`config.mk`:
```
export PLATFORM = sky130hd
export DESIGN_NAME = cp0_regfile
export DESIGN_NICKNAME = d
export VERILOG_FILES = /design/src/rtl/cp0_pkg.sv /design/src/rtl/cp0_timer.sv /design/src/rtl/cp0_regfile.sv
export SDC_FILE = /design/constraint.sdc
export NUM_CORES = 1
export LEC_CHECK = 0
export BUFFER_PORTS_ARGS = -buffer_cell sky130_fd_sc_hd__buf_2
export CELL_PAD_IN_SITES_DETAIL_PLACEMENT = 0
export CELL_PAD_IN_SITES_GLOBAL_PLACEMENT = 2
export CORE_MARGIN = 3
export CORE_UTILIZATION = 28
export CTS_CLUSTER_DIAMETER = 120
export DETAILED_ROUTE_END_ITERATION = 10
export GPL_TIMING_DRIVEN = 0
export PLACE_DENSITY_LB_ADDON = 0.1
export RECOVER_POWER = 100
export SLEW_MARGIN = 0
export SYNTH_ARGS = -nofsm -noshare
export SYNTH_HDL_FRONTEND = slang
export SYNTH_SLANG_ARGS = --single-unit
```
`constraint.sdc`:
```
create_clock -name clk -period 6.5 [get_ports clk]
set_clock_uncertainty 0.15 [all_clocks]
set_input_delay 0.65 -clock clk [delete_from_list [all_inputs] [get_ports clk]]
set_output_delay 0.65 -clock clk [all_outputs]
set_load 0.005 [all_outputs]
```
`src/rtl/cp0_pkg.sv`:
```
// Shared CP0 constants: register numbers, ExcCode values, Status/Cause field positions and write masks.
package cp0_pkg;

    localparam logic [4:0] CP0_BADVADDR = 5'd8;
    localparam logic [4:0] CP0_COUNT    = 5'd9;
    localparam logic [4:0] CP0_COMPARE  = 5'd11;
    localparam logic [4:0] CP0_STATUS   = 5'd12;
    localparam logic [4:0] CP0_CAUSE    = 5'd13;
    localparam logic [4:0] CP0_EPC      = 5'd14;

    localparam logic [4:0] EXC_INT  = 5'h00;
    localparam logic [4:0] EXC_ADEL = 5'h04;
    localparam logic [4:0] EXC_ADES = 5'h05;
    localparam logic [4:0] EXC_SYS  = 5'h08;
    localparam logic [4:0] EXC_BP   = 5'h09;
    localparam logic [4:0] EXC_RI   = 5'h0a;
    localparam logic [4:0] EXC_OV   = 5'h0c;

    localparam int STATUS_IE  = 0;
    localparam int STATUS_EXL = 1;
    localparam int STATUS_BEV = 22;

    localparam logic [31:0] STATUS_WMASK    = 32'h0000_FF03;
    localparam logic [31:0] STATUS_BEV_MASK = 32'h0040_0000;
    localparam logic [31:0] CAUSE_WMASK     = 32'h0000_0300;

endpackage

```
`src/rtl/cp0_timer.sv`:
```
// CP0 Count/Compare timer: prescaled Count, Compare register and sticky timer-interrupt flag.
module cp0_timer #(
    parameter int CNT_DIV = 2
) (
    input  logic        clk,
    input  logic        rst,
    input  logic        count_we,
    input  logic        compare_we,
    input  logic [31:0] wdata,
    output logic [31:0] count,
    output logic [31:0] compare,
    output logic        ti
);

    localparam int              DW       = (CNT_DIV > 1) ? $clog2(CNT_DIV) : 1;
    localparam logic [DW-1:0]   DIV_LAST = DW'(CNT_DIV - 1);

    logic [DW-1:0] div_q;
    logic          div_wrap;

    assign div_wrap = (div_q == DIV_LAST);

    // A Count write restarts the prescaler; a Compare write acknowledges the interrupt.
    always_ff @(posedge clk or posedge rst) begin
        if (rst) begin
            div_q   <= '0;
            count   <= '0;
            compare <= '0;
            ti      <= 1'b0;
        end else begin
            if (count_we) begin
                count <= wdata;
                div_q <= '0;
            end else begin
                div_q <= div_wrap ? '0 : div_q + DW'(1);
                if (div_wrap)
                    count <= count + 32'd1;
            end
            if (compare_we)
                compare <= wdata;
            if (compare_we)
                ti <= 1'b0;
            else if (count == compare)
                ti <= 1'b1;
        end
    end

endmodule

```
`src/rtl/cp0_regfile.sv`:
```
// CP0 register file: Status/Cause/EPC/BadVAddr with exception, ERET and MTC0 updates.
// Define CP0_TIMER_EN to add the Count/Compare timer (cp0_timer) and its interrupt.
module cp0_regfile
    import cp0_pkg::*;
#(
    parameter logic [31:0] STATUS_RST = 32'h0040_0000,
    parameter int          CNT_DIV    = 2
) (
    input  logic        clk,
    input  logic        rst,
    input  logic        mtc0_we,
    input  logic [4:0]  mtc0_addr,
    input  logic [31:0] mtc0_wdata,
    input  logic [4:0]  mfc0_addr,
    output logic [31:0] mfc0_rdata,
    input  logic        exc_occur,
    input  logic [4:0]  exc_code,
    input  logic        exc_is_ds,
    input  logic [31:0] exc_epc,
    input  logic        exc_badva_we,
    input  logic [31:0] exc_badva,
    input  logic        eret,
    input  logic [5:0]  hw_int,
    output logic [31:0] status_o,
    output logic [31:0] cause_o,
    output logic [31:0] epc_o,
    output logic        int_pending
);

    logic [31:0] status_q;
    logic [31:0] epc_q;
    logic [31:0] badva_q;
    logic        cause_bd_q;
    logic [4:0]  cause_code_q;
    logic [1:0]  ip_sw_q;
    logic [5:0]  ip_hw_q;
    logic        ti;
    logic        mtc0_commit;

    assign mtc0_commit = mtc0_we & ~exc_occur & ~eret;

`ifdef CP0_TIMER_EN
    logic [31:0] count;
    logic [31:0] compare;

    cp0_timer #(.CNT_DIV(CNT_DIV)) u_timer (
        .clk        (clk),
        .rst        (rst),
        .count_we   (mtc0_commit && (mtc0_addr == CP0_COUNT)),
        .compare_we (mtc0_commit && (mtc0_addr == CP0_COMPARE)),
        .wdata      (mtc0_wdata),
        .count      (count),
        .compare    (compare),
        .ti         (ti)
    );
`else
    assign ti = 1'b0;
`endif

    // Exception commit outranks ERET, which outranks MTC0; a losing write is dropped entirely.
    always_ff @(posedge clk or posedge rst) begin
        if (rst) begin
            status_q     <= STATUS_RST & STATUS_WMASK;
            epc_q        <= '0;
            badva_q      <= '0;
            cause_bd_q   <= 1'b0;
            cause_code_q <= '0;
            ip_sw_q      <= '0;
            ip_hw_q      <= '0;
        end else begin
            ip_hw_q <= {hw_int[5] | ti, hw_int[4:0]};
            if (exc_occur) begin
                status_q[STATUS_EXL] <= 1'b1;
                cause_bd_q           <= exc_is_ds;
                cause_code_q         <= exc_code;
                epc_q                <= exc_epc;
                if (exc_badva_we)
                    badva_q <= exc_badva;
            end else if (eret) begin
                status_q[STATUS_EXL] <= 1'b0;
            end else if (mtc0_we) begin
                case (mtc0_addr)
                    CP0_STATUS: status_q <= mtc0_wdata & STATUS_WMASK;
                    CP0_CAUSE:  ip_sw_q  <= mtc0_wdata[9:8];
                    CP0_EPC:    epc_q    <= mtc0_wdata;
                    default:    ;
                endcase
            end
        end
    end

    assign status_o = status_q | STATUS_BEV_MASK;
    assign cause_o  = {cause_bd_q, ti, 14'd0, ip_hw_q, ip_sw_q, 1'b0, cause_code_q, 2'b00};
    assign epc_o    = epc_q;

    assign int_pending = status_q[STATUS_IE] & ~status_q[STATUS_EXL]
                       & (|(cause_o[15:8] & status_q[15:8]));

    always_comb begin
        mfc0_rdata = '0;
        case (mfc0_addr)
            CP0_BADVADDR: mfc0_rdata = badva_q;
`ifdef CP0_TIMER_EN
            CP0_COUNT:    mfc0_rdata = count;
            CP0_COMPARE:  mfc0_rdata = compare;
`endif
            CP0_STATUS:   mfc0_rdata = status_o;
            CP0_CAUSE:    mfc0_rdata = cause_o;
            CP0_EPC:      mfc0_rdata = epc_o;
            default:      mfc0_rdata = '0;
        endcase
    end

endmodule

```
==> results.cfg, run 1 <==
[status]
status = complete, but fails checks
violations = capacitance limit, slew limit

[final_layout]
seq_area_um2 = 2200
drive_gt1_frac = 0.378
fin_util = 0.397
syn_to_final_growth_pct = 36.0
multi_input_area_um2 = 2060
fillerInstances = 1746
fin_nets = 828

[clock_tree]
cts_sinks = 88
postCtsHoldBufs = 0
cts_setup_buffers = 0
cts-root-buf = clkbuf_16
clkTransAtPathRegs_ns = 0.07
ctsHtreeMaxLevel = 3
cts_made_buffers = 9
clk_latency_ns = 0.35
cts_buffer_depth = 2
ctsResizeCount = 0
tritoncts = built

[timing]
layout_min_cycle_time_ns = 4.42
finalSetupTns_ns = 0
slew_viol_final = 51
setup_viol = 0
rsz0062_at_grt = no
finalHoldViolCount = 0
fin_crit_sh = 0.679
max_slew.worst_pin.slew_ns = 2.15
clock.fmax_mhz = 226
timing.slew.headroom = -0.440
whs_ns = 0.253
layout_setup_ws_ns = 2.08

[placed_design]
dpl_worst_slack_ns = 3.35
gp_congestion = 0.795
dp_hpwl_mm = 13.8
numPortBuffers = 212

[grt]
grt_pass1_vias = 4514
antenna_found_initial = 2
grt_overflow_total = 0
grt_usage = 0.190
grt_max_degree = 47
grt_pass1_wl_mm = 26.6

[floorplan]
initial_utilization = 0.292
num_io_pins = 253
rows = 46
die_y_um = 136
dieWidth_um = 136
fp.dieArea_um2 = 18500
core_um2 = 16200

[critical_path]
end_kind = output port
worstSetupPathDepth = 7
critPathKind = input pin to output port
critPathArrivalTime_ns = 3.62
cp_common_cell = clkbuf_1
reg2reg_depth = 2
path_buf_inv = 4
cp_data_required_time_ns = 5.70
crit_fanout = 10
crit_chain = clkbuf_1 > nor4b_1 > and2_0 > clkbuf_1 > clkbuf_1 > a221o_1 > clkbuf_1
cpPeakStageDelay_ns = 1.28
cp_slowest_cell = nor4b_1
crit_path_start_kind = input pin
cpLargestDelayFamily = simple AND/OR/NAND/NOR gates
r2r_slack_ns = 5.45

[logic_synthesis]
synth_edf_count = 0
synth_area_per_cell_um2 = 10.7
ys_types = 36
netlist_area_um2 = 4740
ys_ff_latch = 88
synthFlopType = dfrtp_1
ys_seq_area_frac = 0.465
synth_area_leaders = dfrtp_1 46%, mux2_2 12%, buf_4 6.8%, nand4b_1 6.1%, o311ai_0 5.9%
async_flop_share = 1.00
synthCells = 442
synth_top_area_cell = dfrtp_1
yosysTopAreaCellShare = 0.465
yosys_warnings = 0

[drt]
drc_errors = 0
drtIter0Drc = 210
ant_nets = 0
routed_wl_mm = 17.9
drt-pass1-iter-count = 4
vias = 4424
vias_per_cell = 4.78
post_drt_wl_per_cell_um = 19.3

[power]
p_leak_nw = 3.10
power_mw = 1.42
ir_drop_uv = 112
power_per_cell_area_nw_per_um2 = 221

[worst_hold_path]
hold_depth = 1
hold_path.class = input pin to register

[run]
max-cap-violations = 2
==> synthesized netlist by cell type (2+ instances only) <==
cell and count:
nand4b_1 33, clkbuf_1 21, nor2_1 4, o311ai_0 32, nand2_1 34, conb_1 2
buf_1 4, buf_4 43, a22o_1 16, nand4_1 6, a221o_1 9, nand3_1 25
nor2b_1 3, and2_1 3, buf_2 6, a22oi_1 2, dfrtp_1 88, and3_1 9
inv_1 36, buf_6 2, mux2_2 49
==> kinds of logic after synthesis <==
family,count (synthesis),share of synthesized area
AOI/OAI and AO/OA,65,0.122
DFF,88,0.465
muxes,50,0.119
other,2,0.00159
buffers and inverters,112,0.128
and+or+nand+nor,125,0.165
==> path summary, 6_finish.rpt <==
path                                            to                     from
max                                  mfc0_rdata[9]             mfc0_addr[0]
min                           ip_hw_q[4]$_DFF_PP0_                hw_int[4]
max reg2reg                  epc_o[29]$_DFFE_PP0P_    epc_o[29]$_DFFE_PP0P_
min reg2reg                badva_q[27]$_DFFE_PP0P_  badva_q[27]$_DFFE_PP0P_
max in group asynchronous    epc_o[22]$_DFFE_PP0P_                      rst
min in group asynchronous   badva_q[3]$_DFFE_PP0P_                      rst
==> metrics by stage <==
step                instance area, um^2  std cells
detailed placement                 6240        909
global placement                   6210        908
global route                       6440        926
finish                             6440        926
floorplan                          4880        480
CTS                                6540        925
==> layout make-up <==
type,count,share of cell area
sequential,88,0.342
multi-input combinational,280,0.320
timing repair buffer,213,0.157
buffer,76,0.0713
tap,216,0.0420
clock buffer,11,0.0377
inverter,36,0.0212
clock inverter,5,0.00874
antenna,1,0.000389
==> sequential cells by signal, summed over array words and instances, names as in the netlist <==
signal / count
cause_code_q: 5
status_q: 10
cause_bd_q: 1
ip_hw_q: 6
epc_o: 32
badva_q: 32
ip_sw_q: 2
==> where the power goes <==
group	leakage, nW	switching [mW]	internal, mW
combinational	1.89	0.112	0.119
sequential	1.06	0.0437	0.607
clock	0.146	0.230	0.308
==> metal layers <==
metal,GRT usage,vias to the layer above,wire length (um)
li1,-,2071,-
met1,0.245,2158,7750
met2,0.315,177,8570
met3,0.0500,16,1330
met4,0.0510,2,219
met5,0,-,13
==> placed cells by master, fill, tap and decap left out, types with 2 or more instances in the layout <==
cell type  instances
nor2b_1            3
mux2_2            49
and3_1             9
inv_1             35
nand4_1            6
nand4b_1          33
clkbuf_16          9
nand3_1           25
buf_2            156
nand2_1           34
clkbuf_1          89
and2_0             2
dfrtp_1           88
a221o_1            9
buf_6              2
nor2_1             4
conb_1            40
o311ai_0          32
a22oi_1            2
buf_4             40
a22o_1            16
clkinv_2           2
Power figures use the tool's default switching activity.
==> run 2, diff against run 1 <==
--- a/config.mk
+++ b/config.mk
@@ -5,11 +5,12 @@
 export SDC_FILE = /design/constraint.sdc
 export NUM_CORES = 1
 export LEC_CHECK = 0
+export ABC_AREA = 1
 export BUFFER_PORTS_ARGS = -buffer_cell sky130_fd_sc_hd__buf_2
 export CELL_PAD_IN_SITES_DETAIL_PLACEMENT = 0
 export CELL_PAD_IN_SITES_GLOBAL_PLACEMENT = 2
 export CORE_MARGIN = 3
-export CORE_UTILIZATION = 28
+export CORE_UTILIZATION = 22
 export CTS_CLUSTER_DIAMETER = 120
 export DETAILED_ROUTE_END_ITERATION = 10
 export GPL_TIMING_DRIVEN = 0
==> constraint.sdc (replaced) <==
create_clock -name clk -period 4 [get_ports clk]
set_clock_uncertainty 0.15 [all_clocks]
set_input_delay 0.4 -clock clk [delete_from_list [all_inputs] [get_ports clk]]
set_output_delay 0.4 -clock clk [all_outputs]
set_load 0.005 [all_outputs]
==> run 2 against run 1 <==
Via count is 15% higher. Setup slack worse by 0.79 ns. Register-to-register slack worse by 2.5 ns. Clock-buffer cell count stayed put. The run still ends with capacitance limit, slew limit left. Final cell count rose by 32%. Routed wire length is 15% higher. Critical endpoint is now mfc0_rdata[22]. Clock power rose by 66%. Critical path type unchanged. Sequential share of layout area down 2.0 points.
==> results.cfg, run 2 <==
[status]
status = complete, but fails checks
violations = capacitance limit, slew limit

[logic_synthesis]
synth_edf_count = 0
yosys-top-cells-count = 243 x nand2_1, 99 x nand3_1, 88 x dfrtp_1
synth_top_area_cell = dfrtp_1
synth_area_per_cell_um2 = 7.54
netlist_area_um2 = 5040
synth_most_common_cell = nand2_1
synthFlopType = dfrtp_1
synth_area_leaders = dfrtp_1 44%, nand2_1 18%, nand3_1 9.8%, buf_4 7.0%, mux2_2 3.8%
synthCells = 668
ys_seq_area_frac = 0.437
ys_ff_latch = 88
yosysTopAreaCellShare = 0.437
ys_types = 23
async_flop_share = 1.00
yosys_warnings = 0

[power]
swShare = 0.303
power_per_cell_area_nw_per_um2 = 350
p_seq_frac = 0.446
power_mw = 2.39
p_clk_frac = 0.373
ir_drop_uv = 226
p_leak_nw = 3.78
p_switching_mw = 0.725
combPwrFrac = 0.181
p_int_mw = 1.67

[drt]
wl_met1_mm = 9.32
post_drt_wl_per_cell_um = 16.9
vias_per_cell = 4.17
met3_length_mm = 1.55
routed_wl_mm = 20.6
maxUsedRoutingLayer = met5
wl_met2_mm = 9.62
drtIter0Drc = 280
vias = 5092
ant_nets = 0
drt-pass1-iter-count = 4
drc_errors = 0

[placed_design]
dpl_worst_slack_ns = 1.72
placed_area_um2 = 6620
numPortBuffers = 211
dp_hpwl_mm = 16.4
place_inst = 1198
gp_congestion = 0.762

[floorplan]
initial_utilization = 0.227
rows = 54
die_y_um = 157
dieWidth_um = 157
num_io_pins = 253
core_um2 = 22200
fp.dieArea_um2 = 24700

[timing]
finalSetupTns_ns = 0
layout_min_cycle_time_ns = 2.70
rsz0062_at_grt = no
timing.slew.headroom = -0.177
whs_ns = 0.0969
max_slew.worst_pin.slew_ns = 1.76
setup_viol = 0
finalHoldViolCount = 0
layout_setup_ws_ns = 1.30
fin_crit_sh = 0.676
slew_viol_final = 33
clock.fmax_mhz = 370

[critical_path]
crit_fanout = 10
cpLargestDelayFamily = simple AND/OR/NAND/NOR gates
crit_chain = clkbuf_1 > nand2_1 > nor2_1 > clkbuf_1 > nand3_1 > nand2_1 > buf_2
crit_path_start_kind = input pin
end_kind = output port
cp_slowest_cell = clkbuf_1
path_buf_inv = 3
critPathArrivalTime_ns = 2.15
cpPeakStageDelay_ns = 0.46
cp_data_required_time_ns = 3.45
r2r_start = status_q[1]$_DFFE_PP0P_
critPathKind = input pin to output port
crit_start = mfc0_addr[2]

[final_layout]
fin_nets = 1060
drive_gt1_frac = 0.274
fin_util = 0.309
syn_to_final_growth_pct = 35.7
fin_cells = 1222
layout_common_cells = 244 x nand2_1, 168 x buf_2, 101 x nand3_1
layout_commonest_cell = nand2_1
fin_area_um2 = 6840

[run]
max-cap-violations = 1

[clock_tree]
cts_setup_buffers = 0
ctsResizeCount = 0
cts-root-buf = clkbuf_16
cts_sinks = 88
postCtsHoldBufs = 7
ctsHtreeMaxLevel = 3
cts_made_buffers = 9
clkTransAtPathRegs_ns = 0.07
tritoncts = built
cts_buffer_depth = 2
clk_latency_ns = 0.35

[worst_hold_path]
hold_path.class = input pin to register
hp-start = exc_code[0]

[grt]
antenna_found_initial = 3
grt_pass1_vias = 5237
grt_overflow_total = 0
grt_max_degree = 57
grt_usage = 0.164
grt_pass1_wl_mm = 30.8
==> run 2: layout make-up <==
type	instances	area (um^2)
fill	2548	15300
multi-input combinational	495	2250
sequential	88	2200
timing repair buffer	219	1080
buffer	79	490
tap	280	350
clock buffer	11	233
inverter	44	166
clock inverter	5	65.1
antenna	1	2.50
==> run 2: cells by family (layout without fill, tap and decap cells) <==
kind of cell	count (synthesis)	count (layout)	synth area share
other	2	41	0.00149
and+or+nand+nor	405	405	0.349
DFF	88	88	0.437
muxes	17	17	0.0380
buffers and inverters	123	358	0.134
AOI/OAI and AO/OA	33	33	0.0407
==> run 2: power groups by stage <==
stage	sequential, mW	clock, mW	combinational, mW
5_1_grt	1.08	0.964	0.496
3_5_place_dp	1.09	0	0.458
4_1_cts	1.07	0.928	0.465
2_1_floorplan	1.06	0	0.243
6_report	1.07	0.893	0.433
3_3_place_gp	1.08	0	0.453
==> run 2: metal layers <==
layer | up-vias | global-route usage
li1 | 2598 | -
met5 | - | 0
met4 | 6 | 0.0223
met3 | 10 | 0.0544
met1 | 2317 | 0.215
met2 | 161 | 0.272
==> run 2: final timing paths <==
| kind | endpoint | slack, ns | cells after the start |
|---|---|---|---|
| setup / recovery | mfc0_rdata[22] | 1.30 | 7 |
| hold / removal | cause_code_q[0]$_DFFE_PP0P_ | 0.1 | 3 |
| setup reg to reg | status_q[1]$_DFFE_PP0P_ | 2.98 | 4 |
| hold reg to reg | cause_code_q[0]$_DFFE_PP0P_ | 0.35 | 2 |
| max in group asynchronous | badva_q[1]$_DFFE_PP0P_ | 1.91 | 4 |
| min in group asynchronous | epc_o[18]$_DFFE_PP0P_ | 0.86 | 3 |
==> run 2: worst reg2reg max path, delay by kind of cell (launching register included) <==
family,cells,cell delay (ns)
buf+inv,1,0.12
flops,1,0.43
simple gates,3,0.18
